--- config.mk ---
export PLATFORM = sky130hd
export DESIGN_NAME = sb_axi_rd_arb
export DESIGN_NICKNAME = d
export VERILOG_FILES = /design/src/rtl/sb_axi_rd_arb.sv
export SDC_FILE = /design/constraint.sdc
export NUM_CORES = 1
export LEC_CHECK = 0
export ABC_AREA = 1
export CAP_MARGIN = 0
export CORE_AREA = 4 4 108 110
export CTS_BUF_LIST = sky130_fd_sc_hd__clkbuf_8
export CTS_CLUSTER_DIAMETER = 100
export DETAILED_ROUTE_END_ITERATION = 12
export DIE_AREA = 0 0 112 114
export GPL_TIMING_DRIVEN = 1
export MAX_ROUTING_LAYER = met4
export PLACE_DENSITY = 0.83
export SLEW_MARGIN = 20
export SYNTH_ARGS = -nofsm -noshare
export SYNTH_HDL_FRONTEND = slang
export SYNTH_SLANG_ARGS = --single-unit
--- constraint.sdc ---
create_clock -name clk -period 3.8 [get_ports clk]
set_clock_uncertainty 0.2 [all_clocks]
set_input_delay 0.76 -clock clk [delete_from_list [all_inputs] [get_ports clk]]
set_output_delay 0.76 -clock clk [all_outputs]
set_load 0.1 [all_outputs]
--- src/rtl/sb_axi_rd_arb.sv ---
// sb_axi_rd_arb: two-to-one AXI4 read-channel arbiter.
// AR requests from two upstream ports are arbitrated into one registered
// downstream AR slot.  The upstream port index is prepended to the
// downstream ARID, and R beats are steered back combinationally by that bit.
// Per-port outstanding-burst counters throttle each port.  The sticky err
// output flags R completions for a port with nothing outstanding.
// Optional build macro: SB_AXI_RD_ARB_FIXED_PRIO_EN selects fixed priority
// (port 0 wins ties) instead of the default round-robin.
module sb_axi_rd_arb #(
   parameter int DATA_WIDTH      = 32,
   parameter int ADDR_WIDTH      = 16,
   parameter int ID_WIDTH        = 8,
   parameter int MAX_OUTSTANDING = 4
) (
   input  logic                  clk,
   input  logic                  rst,
   // upstream port 0 AR
   input  logic [ID_WIDTH-1:0]   s0_axi_arid,
   input  logic [ADDR_WIDTH-1:0] s0_axi_araddr,
   input  logic [7:0]            s0_axi_arlen,
   input  logic [2:0]            s0_axi_arsize,
   input  logic [1:0]            s0_axi_arburst,
   input  logic                  s0_axi_arlock,
   input  logic [3:0]            s0_axi_arcache,
   input  logic [2:0]            s0_axi_arprot,
   input  logic                  s0_axi_arvalid,
   output logic                  s0_axi_arready,
   // upstream port 0 R
   output logic [ID_WIDTH-1:0]   s0_axi_rid,
   output logic [DATA_WIDTH-1:0] s0_axi_rdata,
   output logic [1:0]            s0_axi_rresp,
   output logic                  s0_axi_rlast,
   output logic                  s0_axi_rvalid,
   input  logic                  s0_axi_rready,
   // upstream port 1 AR
   input  logic [ID_WIDTH-1:0]   s1_axi_arid,
   input  logic [ADDR_WIDTH-1:0] s1_axi_araddr,
   input  logic [7:0]            s1_axi_arlen,
   input  logic [2:0]            s1_axi_arsize,
   input  logic [1:0]            s1_axi_arburst,
   input  logic                  s1_axi_arlock,
   input  logic [3:0]            s1_axi_arcache,
   input  logic [2:0]            s1_axi_arprot,
   input  logic                  s1_axi_arvalid,
   output logic                  s1_axi_arready,
   // upstream port 1 R
   output logic [ID_WIDTH-1:0]   s1_axi_rid,
   output logic [DATA_WIDTH-1:0] s1_axi_rdata,
   output logic [1:0]            s1_axi_rresp,
   output logic                  s1_axi_rlast,
   output logic                  s1_axi_rvalid,
   input  logic                  s1_axi_rready,
   // downstream AR
   output logic [ID_WIDTH:0]     m_axi_arid,
   output logic [ADDR_WIDTH-1:0] m_axi_araddr,
   output logic [7:0]            m_axi_arlen,
   output logic [2:0]            m_axi_arsize,
   output logic [1:0]            m_axi_arburst,
   output logic                  m_axi_arlock,
   output logic [3:0]            m_axi_arcache,
   output logic [2:0]            m_axi_arprot,
   output logic                  m_axi_arvalid,
   input  logic                  m_axi_arready,
   // downstream R
   input  logic [ID_WIDTH:0]     m_axi_rid,
   input  logic [DATA_WIDTH-1:0] m_axi_rdata,
   input  logic [1:0]            m_axi_rresp,
   input  logic                  m_axi_rlast,
   input  logic                  m_axi_rvalid,
   output logic                  m_axi_rready,
   // sticky protocol error
   output logic                  err
);

   localparam int CW = $clog2(MAX_OUTSTANDING + 1);
   localparam logic [CW-1:0] CNT_MAX  = CW'(MAX_OUTSTANDING);
   localparam logic [CW-1:0] CNT_ONE  = CW'(1'b1);
   localparam logic [CW-1:0] CNT_ZERO = CW'(1'b0);

   // AR slot registers and their next-state values
   logic                  arvalid_q, arvalid_d;
   logic [ID_WIDTH:0]     arid_q, arid_d;
   logic [ADDR_WIDTH-1:0] araddr_q, araddr_d;
   logic [7:0]            arlen_q, arlen_d;
   logic [2:0]            arsize_q, arsize_d;
   logic [1:0]            arburst_q, arburst_d;
   logic                  arlock_q, arlock_d;
   logic [3:0]            arcache_q, arcache_d;
   logic [2:0]            arprot_q, arprot_d;

   // outstanding counters (index = port) and sticky error
   logic [1:0][CW-1:0]    cnt_q, cnt_d;
   logic                  err_q, err_d;

   logic                  slot_open_s;
   logic [1:0]            elig_s;
   logic                  gnt_vld_s;
   logic                  gnt_port_s;
   logic                  r_port_s;
   logic [1:0]            inc_s;
   logic [1:0]            cmp_s;

`ifndef SB_AXI_RD_ARB_FIXED_PRIO_EN
   logic                  last_grant_q;
`endif

   assign slot_open_s = ~arvalid_q | m_axi_arready;
   assign elig_s[0]   = s0_axi_arvalid & (cnt_q[0] < CNT_MAX);
   assign elig_s[1]   = s1_axi_arvalid & (cnt_q[1] < CNT_MAX);

   // Grant selection among eligible ports; ties go round-robin or to port 0
   always_comb begin
      gnt_vld_s  = 1'b0;
      gnt_port_s = 1'b0;
      case (elig_s)
         2'b01: begin
            gnt_vld_s  = 1'b1;
            gnt_port_s = 1'b0;
         end
         2'b10: begin
            gnt_vld_s  = 1'b1;
            gnt_port_s = 1'b1;
         end
         2'b11: begin
            gnt_vld_s  = 1'b1;
`ifdef SB_AXI_RD_ARB_FIXED_PRIO_EN
            gnt_port_s = 1'b0;
`else
            gnt_port_s = ~last_grant_q;
`endif
         end
         default: begin
            gnt_vld_s  = 1'b0;
            gnt_port_s = 1'b0;
         end
      endcase
   end

   assign s0_axi_arready = slot_open_s & gnt_vld_s & ~gnt_port_s & ~rst;
   assign s1_axi_arready = slot_open_s & gnt_vld_s &  gnt_port_s & ~rst;

   // R steering: the top ID bit names the upstream port; payload is broadcast
   assign r_port_s      = m_axi_rid[ID_WIDTH];
   assign s0_axi_rvalid = m_axi_rvalid & ~r_port_s;
   assign s1_axi_rvalid = m_axi_rvalid &  r_port_s;
   assign m_axi_rready  = r_port_s ? s1_axi_rready : s0_axi_rready;
   assign s0_axi_rid    = m_axi_rid[ID_WIDTH-1:0];
   assign s1_axi_rid    = m_axi_rid[ID_WIDTH-1:0];
   assign s0_axi_rdata  = m_axi_rdata;
   assign s1_axi_rdata  = m_axi_rdata;
   assign s0_axi_rresp  = m_axi_rresp;
   assign s1_axi_rresp  = m_axi_rresp;
   assign s0_axi_rlast  = m_axi_rlast;
   assign s1_axi_rlast  = m_axi_rlast;

   // per-port grant and burst-completion strobes
   assign inc_s = {gnt_port_s, ~gnt_port_s} & {2{slot_open_s & gnt_vld_s}};
   assign cmp_s = {r_port_s, ~r_port_s} & {2{m_axi_rvalid & m_axi_rready & m_axi_rlast}};

   // Next AR slot: load the winner when open, drain when open with no winner
   always_comb begin
      arvalid_d = arvalid_q;
      arid_d    = arid_q;
      araddr_d  = araddr_q;
      arlen_d   = arlen_q;
      arsize_d  = arsize_q;
      arburst_d = arburst_q;
      arlock_d  = arlock_q;
      arcache_d = arcache_q;
      arprot_d  = arprot_q;
      if (slot_open_s) begin
         if (gnt_vld_s) begin
            arvalid_d = 1'b1;
            if (gnt_port_s) begin
               arid_d    = {1'b1, s1_axi_arid};
               araddr_d  = s1_axi_araddr;
               arlen_d   = s1_axi_arlen;
               arsize_d  = s1_axi_arsize;
               arburst_d = s1_axi_arburst;
               arlock_d  = s1_axi_arlock;
               arcache_d = s1_axi_arcache;
               arprot_d  = s1_axi_arprot;
            end else begin
               arid_d    = {1'b0, s0_axi_arid};
               araddr_d  = s0_axi_araddr;
               arlen_d   = s0_axi_arlen;
               arsize_d  = s0_axi_arsize;
               arburst_d = s0_axi_arburst;
               arlock_d  = s0_axi_arlock;
               arcache_d = s0_axi_arcache;
               arprot_d  = s0_axi_arprot;
            end
         end else begin
            arvalid_d = 1'b0;
         end
      end else begin
         arvalid_d = arvalid_q;
      end
   end

   // Outstanding counters: grant increments, completion decrements, both cancel;
   // a completion with nothing outstanding saturates at zero and raises err
   always_comb begin
      cnt_d = cnt_q;
      err_d = err_q;
      for (int p = 0; p < 2; p++) begin
         if (cmp_s[p] && (cnt_q[p] == CNT_ZERO)) begin
            err_d = 1'b1;
         end else begin
            err_d = err_d;
         end
         if (inc_s[p] && cmp_s[p]) begin
            cnt_d[p] = cnt_q[p];
         end else if (inc_s[p]) begin
            cnt_d[p] = cnt_q[p] + CNT_ONE;
         end else if (cmp_s[p] && (cnt_q[p] != CNT_ZERO)) begin
            cnt_d[p] = cnt_q[p] - CNT_ONE;
         end else begin
            cnt_d[p] = cnt_q[p];
         end
      end
   end

   // State registers: AR slot, counters and sticky error
   always_ff @(posedge clk or posedge rst) begin
      if (rst) begin
         arvalid_q <= 1'b0;
         arid_q    <= '0;
         araddr_q  <= '0;
         arlen_q   <= 8'd0;
         arsize_q  <= 3'd0;
         arburst_q <= 2'd0;
         arlock_q  <= 1'b0;
         arcache_q <= 4'd0;
         arprot_q  <= 3'd0;
         cnt_q     <= '0;
         err_q     <= 1'b0;
      end else begin
         arvalid_q <= arvalid_d;
         arid_q    <= arid_d;
         araddr_q  <= araddr_d;
         arlen_q   <= arlen_d;
         arsize_q  <= arsize_d;
         arburst_q <= arburst_d;
         arlock_q  <= arlock_d;
         arcache_q <= arcache_d;
         arprot_q  <= arprot_d;
         cnt_q     <= cnt_d;
         err_q     <= err_d;
      end
   end

`ifndef SB_AXI_RD_ARB_FIXED_PRIO_EN
   // Round-robin memory: remember the most recent winner; port 0 wins the first tie
   always_ff @(posedge clk or posedge rst) begin
      if (rst) begin
         last_grant_q <= 1'b1;
      end else if (slot_open_s && gnt_vld_s) begin
         last_grant_q <= gnt_port_s;
      end else begin
         last_grant_q <= last_grant_q;
      end
   end
`endif

   assign m_axi_arvalid = arvalid_q;
   assign m_axi_arid    = arid_q;
   assign m_axi_araddr  = araddr_q;
   assign m_axi_arlen   = arlen_q;
   assign m_axi_arsize  = arsize_q;
   assign m_axi_arburst = arburst_q;
   assign m_axi_arlock  = arlock_q;
   assign m_axi_arcache = arcache_q;
   assign m_axi_arprot  = arprot_q;
   assign err           = err_q;

endmodule

==> flow_summary.html, run 1 <==
<table>
<tr><th>Metric</th><th>Value</th></tr>
<tr><th colspan="2">Cells and area</th></tr>
<tr><td>Count of nets after finishing</td><td>626</td></tr>
<tr><td>Area of all placed cells without fillers</td><td>0.00441 sq mm</td></tr>
<tr><td>Antenna diodes</td><td>0</td></tr>
<tr><td>Number of filler cells placed in the layout</td><td>between 1000 and 1500</td></tr>
<tr><td>Proportion of layout cells with a drive suffix above 1</td><td>7.04%</td></tr>
<tr><td>Relative area change from synthesis to final layout</td><td>32.4%</td></tr>
<tr><th colspan="2">Yosys</th></tr>
<tr><td>Synthesized instance count</td><td>419</td></tr>
<tr><td>Average footprint of a synthesized cell</td><td>roughly 8.0 sq um</td></tr>
<tr><td>Post-synthesis cell type count</td><td>23</td></tr>
<tr><td>Synthesis-stage register bit count</td><td>55</td></tr>
<tr><td>Number of flops mapped to enable cells by yosys</td><td>0</td></tr>
<tr><td>Part of the Yosys area used for sequential elements</td><td>41.3%</td></tr>
<tr><td>Share of flip-flops with an asynchronous set or reset after synthesis</td><td>100%</td></tr>
<tr><td>Post-synth top cells</td><td>sky130_fd_sc_hd__nand2_1, sky130_fd_sc_hd__buf_4, sky130_fd_sc_hd__dfrtp_1</td></tr>
<tr><td>Most frequent cell after synthesis</td><td>sky130_fd_sc_hd__nand2_1</td></tr>
<tr><td>Syn_nets</td><td>between 500 and 600</td></tr>
<tr><td>Synthesized cell area</td><td>0.00333 sq mm</td></tr>
<tr><td>Fraction of synthesized cell area taken by the top area cell type</td><td>40.6%</td></tr>
<tr><td>Post-synthesis cell type with the largest combined area</td><td>sky130_fd_sc_hd__dfrtp_1</td></tr>
<tr><td>Syn. warnings</td><td>0</td></tr>
<tr><td>Ys flop type</td><td>sky130_fd_sc_hd__dfrtp_1</td></tr>
<tr><td>Dominant cells by area after synthesis</td><td>sky130_fd_sc_hd__dfrtp_1, sky130_fd_sc_hd__buf_4, sky130_fd_sc_hd__nand2_1</td></tr>
<tr><th colspan="2">Critical path</th></tr>
<tr><td>Category of the most critical setup path</td><td>primary input to output port</td></tr>
<tr><td>Worst endpoint data arrival time</td><td>2.07 ns</td></tr>
<tr><td>Worst Path Max Fanout</td><td>8</td></tr>
<tr><td>Internal reg-to-reg setup slack</td><td>1.88 ns</td></tr>
<tr><td>Worst path required time</td><td>between 2 and 3 ns</td></tr>
<tr><td>List of cells traversed by the critical path</td><td>clkdlybuf4s50_1, inv_1, nor2_2, nand2_4, inv_4, nand2_8, nor2_1, buf_12</td></tr>
<tr><td>Worst path top cell family by delay</td><td>buffers and inverters</td></tr>
<tr><td>CP bufs+invs</td><td>4</td></tr>
<tr><td>Crit-path slowest cell</td><td>sky130_fd_sc_hd__clkdlybuf4s50_1</td></tr>
<tr><td>Crit path largest cell delay</td><td>between 0.4 and 0.5 ns</td></tr>
<tr><td>Worst setup SP type</td><td>primary input</td></tr>
<tr><td>Capturing element type of the critical path</td><td>output port</td></tr>
<tr><td>Cell depth of the worst flop-to-flop path</td><td>6</td></tr>
<tr><td>Endpoint of the most critical register-to-register path</td><td>m_axi_arcache[1]</td></tr>
<tr><td>Startpoint of the worst register-to-register path</td><td>cnt_q[2]</td></tr>
<tr><th colspan="2">Floorplan</th></tr>
<tr><td>Overall die width</td><td>112 um</td></tr>
<tr><td>Count of standard-cell rows</td><td>38</td></tr>
<tr><td>Num ports</td><td>281</td></tr>
<tr><td>Floorplan core area</td><td>~0.011 sq mm</td></tr>
<tr><td>DIE HEIGHT</td><td>approximately 110 um</td></tr>
<tr><td>Die footprint</td><td>around 0.013 sq mm</td></tr>
<tr><td>Starting Density</td><td>31.1%</td></tr>
<tr><th colspan="2">Pwr</th></tr>
<tr><td>Combinational cell fraction of total power</td><td>69.5%</td></tr>
<tr><td>Net Sw Frac</td><td>between 60% and 70%</td></tr>
<tr><td>Part of the power in the clock network</td><td>under 10%</td></tr>
<tr><td>Fraction of power consumed by sequential logic</td><td>21.9%</td></tr>
<tr><td>Total power density per cell area</td><td>approximately 1100 mW/mm^2</td></tr>
<tr><td>Static power due to leakage</td><td>2.00 nW</td></tr>
<tr><td>Design internal power</td><td>1.88 mW</td></tr>
<tr><td>Sw Pwr</td><td>~3 mW</td></tr>
<tr><td>Max rail drop VDD</td><td>roughly 0.8 mV</td></tr>
<tr><th colspan="2">Routing</th></tr>
<tr><td>Wirelength, routed</td><td>about 9000 um</td></tr>
<tr><td>Vias after detailed routing</td><td>around 2800</td></tr>
<tr><td>Vias per cell</td><td>roughly 4.5</td></tr>
<tr><td>Pre-Repair DR Iteration Count</td><td>4</td></tr>
<tr><td>DRT antenna net count</td><td>0</td></tr>
<tr><td>Detailed-route wire length per cell</td><td>14.1 um</td></tr>
<tr><td>Final routed DRC violation total</td><td>0</td></tr>
<tr><td>Iter 0 DRT Violations</td><td>81</td></tr>
<tr><th colspan="2">Global route</th></tr>
<tr><td>Antenna violations before repair</td><td>0</td></tr>
<tr><td>Sum of overflow across all layers after global routing</td><td>0</td></tr>
<tr><td>Number of global-route vias before repair</td><td>2899</td></tr>
<tr><td>Largest net degree at the start of global routing</td><td>56</td></tr>
<tr><td>Wire length of the first global-routing pass</td><td>13800 um</td></tr>
<tr><td>Aggregate global-route resource usage</td><td>13.6%</td></tr>
<tr><th colspan="2">Place</th></tr>
<tr><td>Place WS</td><td>0.752 ns</td></tr>
<tr><td>Total cell area at the placement stage</td><td>0.00429 sq mm</td></tr>
<tr><td>Weighted congestion at the end of routability-driven global placement</td><td>0.770</td></tr>
<tr><td>Count of input and output buffers</td><td>154</td></tr>
<tr><td>Half-perimeter wire length after detailed placement</td><td>6640 um</td></tr>
<tr><th colspan="2">Run</th></tr>
<tr><td>Maximum Capacitance Violations</td><td>0</td></tr>
<tr><th colspan="2">CTS</th></tr>
<tr><td>Max clock buf depth</td><td>2</td></tr>
<tr><td>Count of buffers added by post-CTS timing repair for setup</td><td>0</td></tr>
<tr><td>Clock buffers created by TritonCTS</td><td>5</td></tr>
<tr><td>Clock transition time at the flip-flop clock pins of the worst setup and hold paths</td><td>0.10 ns</td></tr>
<tr><td>TritonCTS clock tree</td><td>yes</td></tr>
<tr><td>Clock root buffer</td><td>sky130_fd_sc_hd__clkbuf_8</td></tr>
<tr><td># hold bufs at CTS</td><td>0</td></tr>
<tr><td>H-Tree Depth</td><td>2</td></tr>
<tr><td>PostCTS Resize Cnt</td><td>0</td></tr>
<tr><td>Clock insertion delay at the later pin of the skew report</td><td>0.31 ns</td></tr>
<tr><td>Num Clock Sinks</td><td>55</td></tr>
<tr><th colspan="2">Timing</th></tr>
<tr><td>Worst slew pin tran</td><td>1.00 ns</td></tr>
<tr><td>Slew margin rel.</td><td>33.0%</td></tr>
<tr><td>Final count of hold timing violations</td><td>0</td></tr>
<tr><td>Share of the cycle needed by the critical path after routing</td><td>79.8%</td></tr>
<tr><td>Total negative slack</td><td>0 ns</td></tr>
<tr><td>Achievable clock frequency</td><td>around 0.33 GHz</td></tr>
<tr><td>Max-slew violation count</td><td>0</td></tr>
<tr><td>Clock period minus final worst setup slack</td><td>3.03 ns</td></tr>
<tr><td>Final critical-path setup slack</td><td>0.766 ns</td></tr>
<tr><td>RSZ-0062 raised after global routing</td><td>no</td></tr>
<tr><td>Setup violators final</td><td>0</td></tr>
<tr><th colspan="2">Worst hold path</th></tr>
<tr><td>Worst hold endpoint</td><td>err</td></tr>
<tr><td>Hold Startpoint</td><td>err</td></tr>
<tr><td>Count of cells along the worst hold path</td><td>2</td></tr>
<tr><td>HP Class</td><td>register to register</td></tr>
<tr><th colspan="2">Outcome</th></tr>
<tr><td>Status</td><td>finished clean</td></tr>
</table>
==> layer usage <==
metal,global-route usage (%),wire (um),vias to the layer above
met5,-,0,-
met4,6.73,351,0
met3,4.99,840,31
met2,22.5,4200,142
met1,14.5,3410,1289
li1,-,-,1335
==> through the flow <==
stage / power, mW / util [%] / hold WS, ns / std cells
floorplan: 4.09 / - / 0.253 / 419
finish: 4.87 / 41.3 / 0.294 / 623
detailed placement: 4.49 / 40.1 / 0.271 / 615
global route: 5.11 / 41.3 / 0.307 / 623
CTS: 4.92 / 41.3 / 0.295 / 623
global placement: 4.42 / 40.1 / 0.263 / 615
==> power groups by stage <==
stage	clock network (mW)	registers (mW)	logic, mW
2_1_floorplan	0	2.93	1.17
3_3_place_gp	0	1.06	3.36
3_5_place_dp	0	1.07	3.42
4_1_cts	0.434	1.07	3.42
5_1_grt	0.454	1.11	3.55
6_report	0.419	1.07	3.39
==> registers in the layout, summed over array words and instances (netlist names) <==
signal and cells:
err 1, m_axi_arid 9, m_axi_arlock 1, last_grant_q 1, m_axi_arvalid 1, m_axi_arburst 2
m_axi_arlen 8, m_axi_arprot 3, cnt_q 6, m_axi_araddr 16, m_axi_arsize 3, m_axi_arcache 4
==> cells in the final DEF (no fill, tap or decap), drive strengths merged <==
cell type / instances
nand3: 54
dfrtp: 54
nor3: 2
inv: 18
bufinv: 1
fa: 2
clkdlybuf4s50: 147
o21ai: 4
nor2: 8
clkbuf: 6
a21oi: 1
buf: 8
dfstp: 1
nand2: 177
==> worst max path at each step <==
stage | startpoint | endpoint | slack [ns] | cells after the start
global placement | s1_axi_arvalid | s1_axi_arready | 0.82 | 8
global route | s1_axi_arvalid | s1_axi_arready | 0.70 | 8
detailed placement | s1_axi_arvalid | s1_axi_arready | 0.75 | 8
finish | s1_axi_arvalid | s1_axi_arready | 0.77 | 8
floorplan | m_axi_arvalid | s0_axi_arready | 0.31 | 3
CTS | s1_axi_arvalid | s1_axi_arready | 0.75 | 8
==> tightest hold or removal path, stage by stage, from the launching register on <==
cell and delay, ns:
sky130_fd_sc_hd__dfrtp_1 0.36, sky130_fd_sc_hd__a21oi_1 0.05, sky130_fd_sc_hd__o21ai_0 0.06
==> kinds of logic (layout without fill, tap and decap cells) <==
kind of cell	after synthesis	in the layout	synth area share, %
AND/OR/NAND/NOR	241	241	31.2
buffers and inverters	116	180	25.5
flip-flops	55	55	41.3
AO/OA/AOI/OAI	5	5	0.751
adder cells (fa/ha/maj)	2	2	1.20
==> area by class of cell <==
cell class	instances	area (sq um)	area share (%)
clock buffer	6	82.6	1.87
tap	140	175	3.97
timing repair buffer	155	1560	35.3
sequential	55	1380	31.2
inverter	17	76.3	1.73
multi-input combinational	248	1110	25.1
clock inverter	2	38.8	0.879
(Power assumes the default switching activity.)
==> run 2: changes to the inputs <==
--- a/config.mk
+++ b/config.mk
@@ -7,14 +7,14 @@
 export LEC_CHECK = 0
 export ABC_AREA = 1
 export CAP_MARGIN = 0
-export CORE_AREA = 4 4 108 110
+export CORE_MARGIN = 4
+export CORE_UTILIZATION = 33
 export CTS_BUF_LIST = sky130_fd_sc_hd__clkbuf_8
 export CTS_CLUSTER_DIAMETER = 100
 export DETAILED_ROUTE_END_ITERATION = 12
-export DIE_AREA = 0 0 112 114
 export GPL_TIMING_DRIVEN = 1
 export MAX_ROUTING_LAYER = met4
-export PLACE_DENSITY = 0.83
+export PLACE_DENSITY = 0.88
 export SLEW_MARGIN = 20
 export SYNTH_ARGS = -nofsm -noshare
 export SYNTH_HDL_FRONTEND = slang
==> constraint.sdc (replaced) <==
create_clock -name clk -period 2.8 [get_ports clk]
set_clock_uncertainty 0.2 [all_clocks]
set_input_delay 0.56 -clock clk [delete_from_list [all_inputs] [get_ports clk]]
set_output_delay 0.56 -clock clk [all_outputs]
set_load 0.1 [all_outputs]
==> flow_summary.html, run 2 (synthesized netlist as in run 1, its figures left out) <==
<table>
<tr><th>Metric</th><th>Value</th></tr>
<tr><th colspan="2">Place</th></tr>
<tr><td>Count of input and output buffers</td><td>154 (unchanged)</td></tr>
<tr><td>Half-perimeter wire length after detailed placement</td><td>7530 um (+13%)</td></tr>
<tr><td>Weighted congestion at the end of routability-driven global placement</td><td>0.819 (+6.4%)</td></tr>
<tr><td>Place WS</td><td>0.246 ns (-0.506 ns)</td></tr>
<tr><td>Placed Instances</td><td>609 (-0.98%)</td></tr>
<tr><th colspan="2">Cells and area</th></tr>
<tr><td>Most frequent cells in the layout</td><td>sky130_fd_sc_hd__nand2_1, sky130_fd_sc_hd__clkdlybuf4s50_1, sky130_fd_sc_hd__dfrtp_1</td></tr>
<tr><td>Area taken by flip-flops and latches</td><td>0.00138 sq mm (unchanged)</td></tr>
<tr><td>Proportion of layout cells with a drive suffix above 1</td><td>17.6% (+11 points)</td></tr>
<tr><td>Post-route non-filler standard cell count</td><td>617 (-0.96%)</td></tr>
<tr><td>Area taken by multi-input logic gates</td><td>0.00112 sq mm (+0.91%)</td></tr>
<tr><td>Largest register FFs</td><td>16 (unchanged)</td></tr>
<tr><td>Antenna diodes</td><td>0 (unchanged)</td></tr>
<tr><td>Leading cell type in the layout, fill and taps excluded</td><td>sky130_fd_sc_hd__nand2_1</td></tr>
<tr><td>Relative area change from synthesis to final layout</td><td>30.6%</td></tr>
<tr><td>Count of nets after finishing</td><td>627 (+0.16%)</td></tr>
<tr><td>Number of filler cells placed in the layout</td><td>981 (-6.8%)</td></tr>
<tr><th colspan="2">Timing</th></tr>
<tr><td>Setup violators final</td><td>0 (unchanged)</td></tr>
<tr><td>Final count of hold timing violations</td><td>0 (unchanged)</td></tr>
<tr><td>Achievable clock frequency</td><td>0.392 GHz</td></tr>
<tr><td>Final critical-path setup slack</td><td>0.246 ns (-0.520 ns)</td></tr>
<tr><td>Share of the cycle needed by the critical path after routing</td><td>about 91%</td></tr>
<tr><td>Slew margin rel.</td><td>69.9% (+37 points)</td></tr>
<tr><td>Worst hold-check slack</td><td>0.296 ns (+0.00206 ns)</td></tr>
<tr><td>Total negative slack</td><td>0 ns (unchanged)</td></tr>
<tr><td>Clock period minus final worst setup slack</td><td>~2.6 ns</td></tr>
<tr><td>Max-slew violation count</td><td>0 (unchanged)</td></tr>
<tr><td>RSZ-0062 raised after global routing</td><td>no</td></tr>
<tr><td>Worst slew pin tran</td><td>0.452 ns (-0.549 ns)</td></tr>
<tr><th colspan="2">CTS</th></tr>
<tr><td>TritonCTS clock tree</td><td>yes</td></tr>
<tr><td>Num Clock Sinks</td><td>55 (unchanged)</td></tr>
<tr><td>Clock insertion delay at the later pin of the skew report</td><td>0.31 ns (about the same)</td></tr>
<tr><td>Clock transition time at the flip-flop clock pins of the worst setup and hold paths</td><td>0.12 ns (+0.02 ns)</td></tr>
<tr><td>Count of buffers added by post-CTS timing repair for setup</td><td>0 (unchanged)</td></tr>
<tr><td>Max clock buf depth</td><td>2 (unchanged)</td></tr>
<tr><td># hold bufs at CTS</td><td>0 (unchanged)</td></tr>
<tr><td>H-Tree Depth</td><td>2 (unchanged)</td></tr>
<tr><td>PostCTS Resize Cnt</td><td>0 (unchanged)</td></tr>
<tr><td>Clock buffers created by TritonCTS</td><td>5 (unchanged)</td></tr>
<tr><td>Clock root buffer</td><td>sky130_fd_sc_hd__clkbuf_8</td></tr>
<tr><th colspan="2">Pwr</th></tr>
<tr><td>Static power due to leakage</td><td>2.07 nW (+3.2%)</td></tr>
<tr><td>Post-layout total power</td><td>6.44 mW (+32%)</td></tr>
<tr><td>Total power density per cell area</td><td>1480 mW/mm^2 (+34%)</td></tr>
<tr><td>Max rail drop VDD</td><td>1.30 mV (+60%)</td></tr>
<tr><th colspan="2">Global route</th></tr>
<tr><td>Largest net degree at the start of global routing</td><td>47 (-16%)</td></tr>
<tr><td>Aggregate global-route resource usage</td><td>15.7% (+2.1 points)</td></tr>
<tr><td>Number of global-route vias before repair</td><td>2830 (-2.4%)</td></tr>
<tr><td>Antenna violations before repair</td><td>0 (unchanged)</td></tr>
<tr><td>Wire length of the first global-routing pass</td><td>14000 um (+2.0%)</td></tr>
<tr><td>Sum of overflow across all layers after global routing</td><td>0 (unchanged)</td></tr>
<tr><th colspan="2">Worst hold path</th></tr>
<tr><td>Worst hold endpoint</td><td>last_grant_q</td></tr>
<tr><td>Hold Startpoint</td><td>last_grant_q</td></tr>
<tr><td>Count of cells along the worst hold path</td><td>2 (unchanged)</td></tr>
<tr><td>HP Class</td><td>register to register</td></tr>
<tr><th colspan="2">Floorplan</th></tr>
<tr><td>Overall die width</td><td>108 um (-3.1%)</td></tr>
<tr><td>Starting Density</td><td>33.9% (+2.8 points)</td></tr>
<tr><td>DIE HEIGHT</td><td>108 um (-4.8%)</td></tr>
<tr><td>Floorplan core area</td><td>0.00982 sq mm (-8.2%)</td></tr>
<tr><td>Num ports</td><td>281 (unchanged)</td></tr>
<tr><td>Count of standard-cell rows</td><td>36 (-5.3%)</td></tr>
<tr><td>Die footprint</td><td>0.0118 sq mm (-7.8%)</td></tr>
<tr><th colspan="2">Routing</th></tr>
<tr><td>Detailed-route wire length per cell</td><td>15.2 um (+7.8%)</td></tr>
<tr><td>DRT antenna net count</td><td>0 (unchanged)</td></tr>
<tr><td>Wire length on met1</td><td>3340 um (-1.9%)</td></tr>
<tr><td>Vias per cell</td><td>4.58 (+2.1%)</td></tr>
<tr><td>Total met2 wirelength after detailed routing</td><td>5010 um (+19%)</td></tr>
<tr><td>Final routed DRC violation total</td><td>0 (unchanged)</td></tr>
<tr><td>Pre-Repair DR Iteration Count</td><td>6 (+2)</td></tr>
<tr><td>Sum of met3 wire segment lengths after detailed routing</td><td>870 um (+3.6%)</td></tr>
<tr><td>Iter 0 DRT Violations</td><td>92 (+14%)</td></tr>
<tr><td>Top sig layer</td><td>met4</td></tr>
<tr><td>Wirelength, routed</td><td>9390 um (+6.7%)</td></tr>
<tr><td>Vias after detailed routing</td><td>2828 (+1.1%)</td></tr>
<tr><th colspan="2">Critical path</th></tr>
<tr><td>Category of the most critical setup path</td><td>primary input to output port</td></tr>
<tr><td>Endpoint of the most critical register-to-register path</td><td>cnt_q[2]</td></tr>
<tr><td>Startpoint of the worst register-to-register path</td><td>last_grant_q</td></tr>
<tr><td>Capturing element type of the critical path</td><td>output port</td></tr>
<tr><td>Worst setup SP type</td><td>primary input</td></tr>
<tr><td>Worst path required time</td><td>2.04 ns (-0.80 ns)</td></tr>
<tr><td>Cell depth of the worst flop-to-flop path</td><td>9 (+3)</td></tr>
<tr><td>Worst endpoint data arrival time</td><td>1.79 ns (-0.28 ns)</td></tr>
<tr><td>Internal reg-to-reg setup slack</td><td>0.86 ns (-1.02 ns)</td></tr>
<tr><td>Worst Path Max Fanout</td><td>8 (unchanged)</td></tr>
<tr><th colspan="2">Run</th></tr>
<tr><td>Maximum Capacitance Violations</td><td>0 (unchanged)</td></tr>
<tr><th colspan="2">Outcome</th></tr>
<tr><td>Status</td><td>finished clean</td></tr>
</table>
-- run 2: changes by cell type in the layout (fill, tap and decap cells not counted) --
cell | previous run | this run
sky130_fd_sc_hd__clkinv_4 | 0 | 1
sky130_fd_sc_hd__inv_8 | 1 | 2
sky130_fd_sc_hd__nor2_1 | 7 | 5
sky130_fd_sc_hd__clkbuf_8 | 6 | 5
sky130_fd_sc_hd__clkinvlp_4 | 0 | 1
sky130_fd_sc_hd__bufinv_16 | 1 | 0
sky130_fd_sc_hd__nor2_4 | 0 | 1
sky130_fd_sc_hd__nor2_2 | 1 | 2
sky130_fd_sc_hd__buf_4 | 6 | 49
sky130_fd_sc_hd__inv_6 | 1 | 0
sky130_fd_sc_hd__buf_12 | 2 | 8
sky130_fd_sc_hd__clkdlybuf4s50_1 | 147 | 99
-- run 2: worst max-delay path, cell delays in order --
cell,delay [ns]
sky130_fd_sc_hd__clkdlybuf4s50_1,0.48
sky130_fd_sc_hd__inv_1,0.06
sky130_fd_sc_hd__nor2_2,0.12
sky130_fd_sc_hd__nand2_4,0.08
sky130_fd_sc_hd__inv_4,0.08
sky130_fd_sc_hd__nand2_8,0.08
sky130_fd_sc_hd__nor2_2,0.14
sky130_fd_sc_hd__buf_12,0.19
-- run 2: final cells by class --
cell class / count / area share [%]
clock buffer: 5 / 1.58
clock inverter: 3 / 0.633
inverter: 17 / 1.75
multi-input combinational: 248 / 25.6
sequential: 55 / 31.7
tap: 133 / 3.82
timing repair buffer: 156 / 34.9
-- run 2: power by group --
group          internal (mW)  switching (mW)
Combinational          0.958            3.54
Sequential              1.20           0.282
Clock                  0.184           0.279
-- run 2: how the worst max path moves through the flow --
stage                               from        endpoint  slack [ns]  cells past startpoint
final                     s1_axi_arvalid  s1_axi_arready        0.25                      8
after global routing      s1_axi_arvalid  s1_axi_arready        0.21                      8
after CTS                 s1_axi_arvalid  s1_axi_arready        0.25                      8
after detailed placement  s1_axi_arvalid  s1_axi_arready        0.25                      8
after global placement    s1_axi_arvalid  s1_axi_arready        0.28                      8
after floorplan            m_axi_arvalid  s1_axi_arready        0.05                      3
-- run 2: stage by stage --
| stage | utilization [%] | cell area (sq um) |
|---|---|---|
| final | 44.3 | 4350 |
| after global routing | 44.3 | 4350 |
| after CTS | 44.3 | 4350 |
| after detailed placement | 43.3 | 4260 |
| after global placement | 43.3 | 4260 |
| after floorplan | - | 3340 |
-- run 2: metal layers --
metal | up-vias | track usage, %
li1 | 1336 | -
met1 | 1284 | 15.7
met2 | 194 | 29.4
met5 | - | -
met4 | 0 | 5.41
met3 | 14 | 4.12
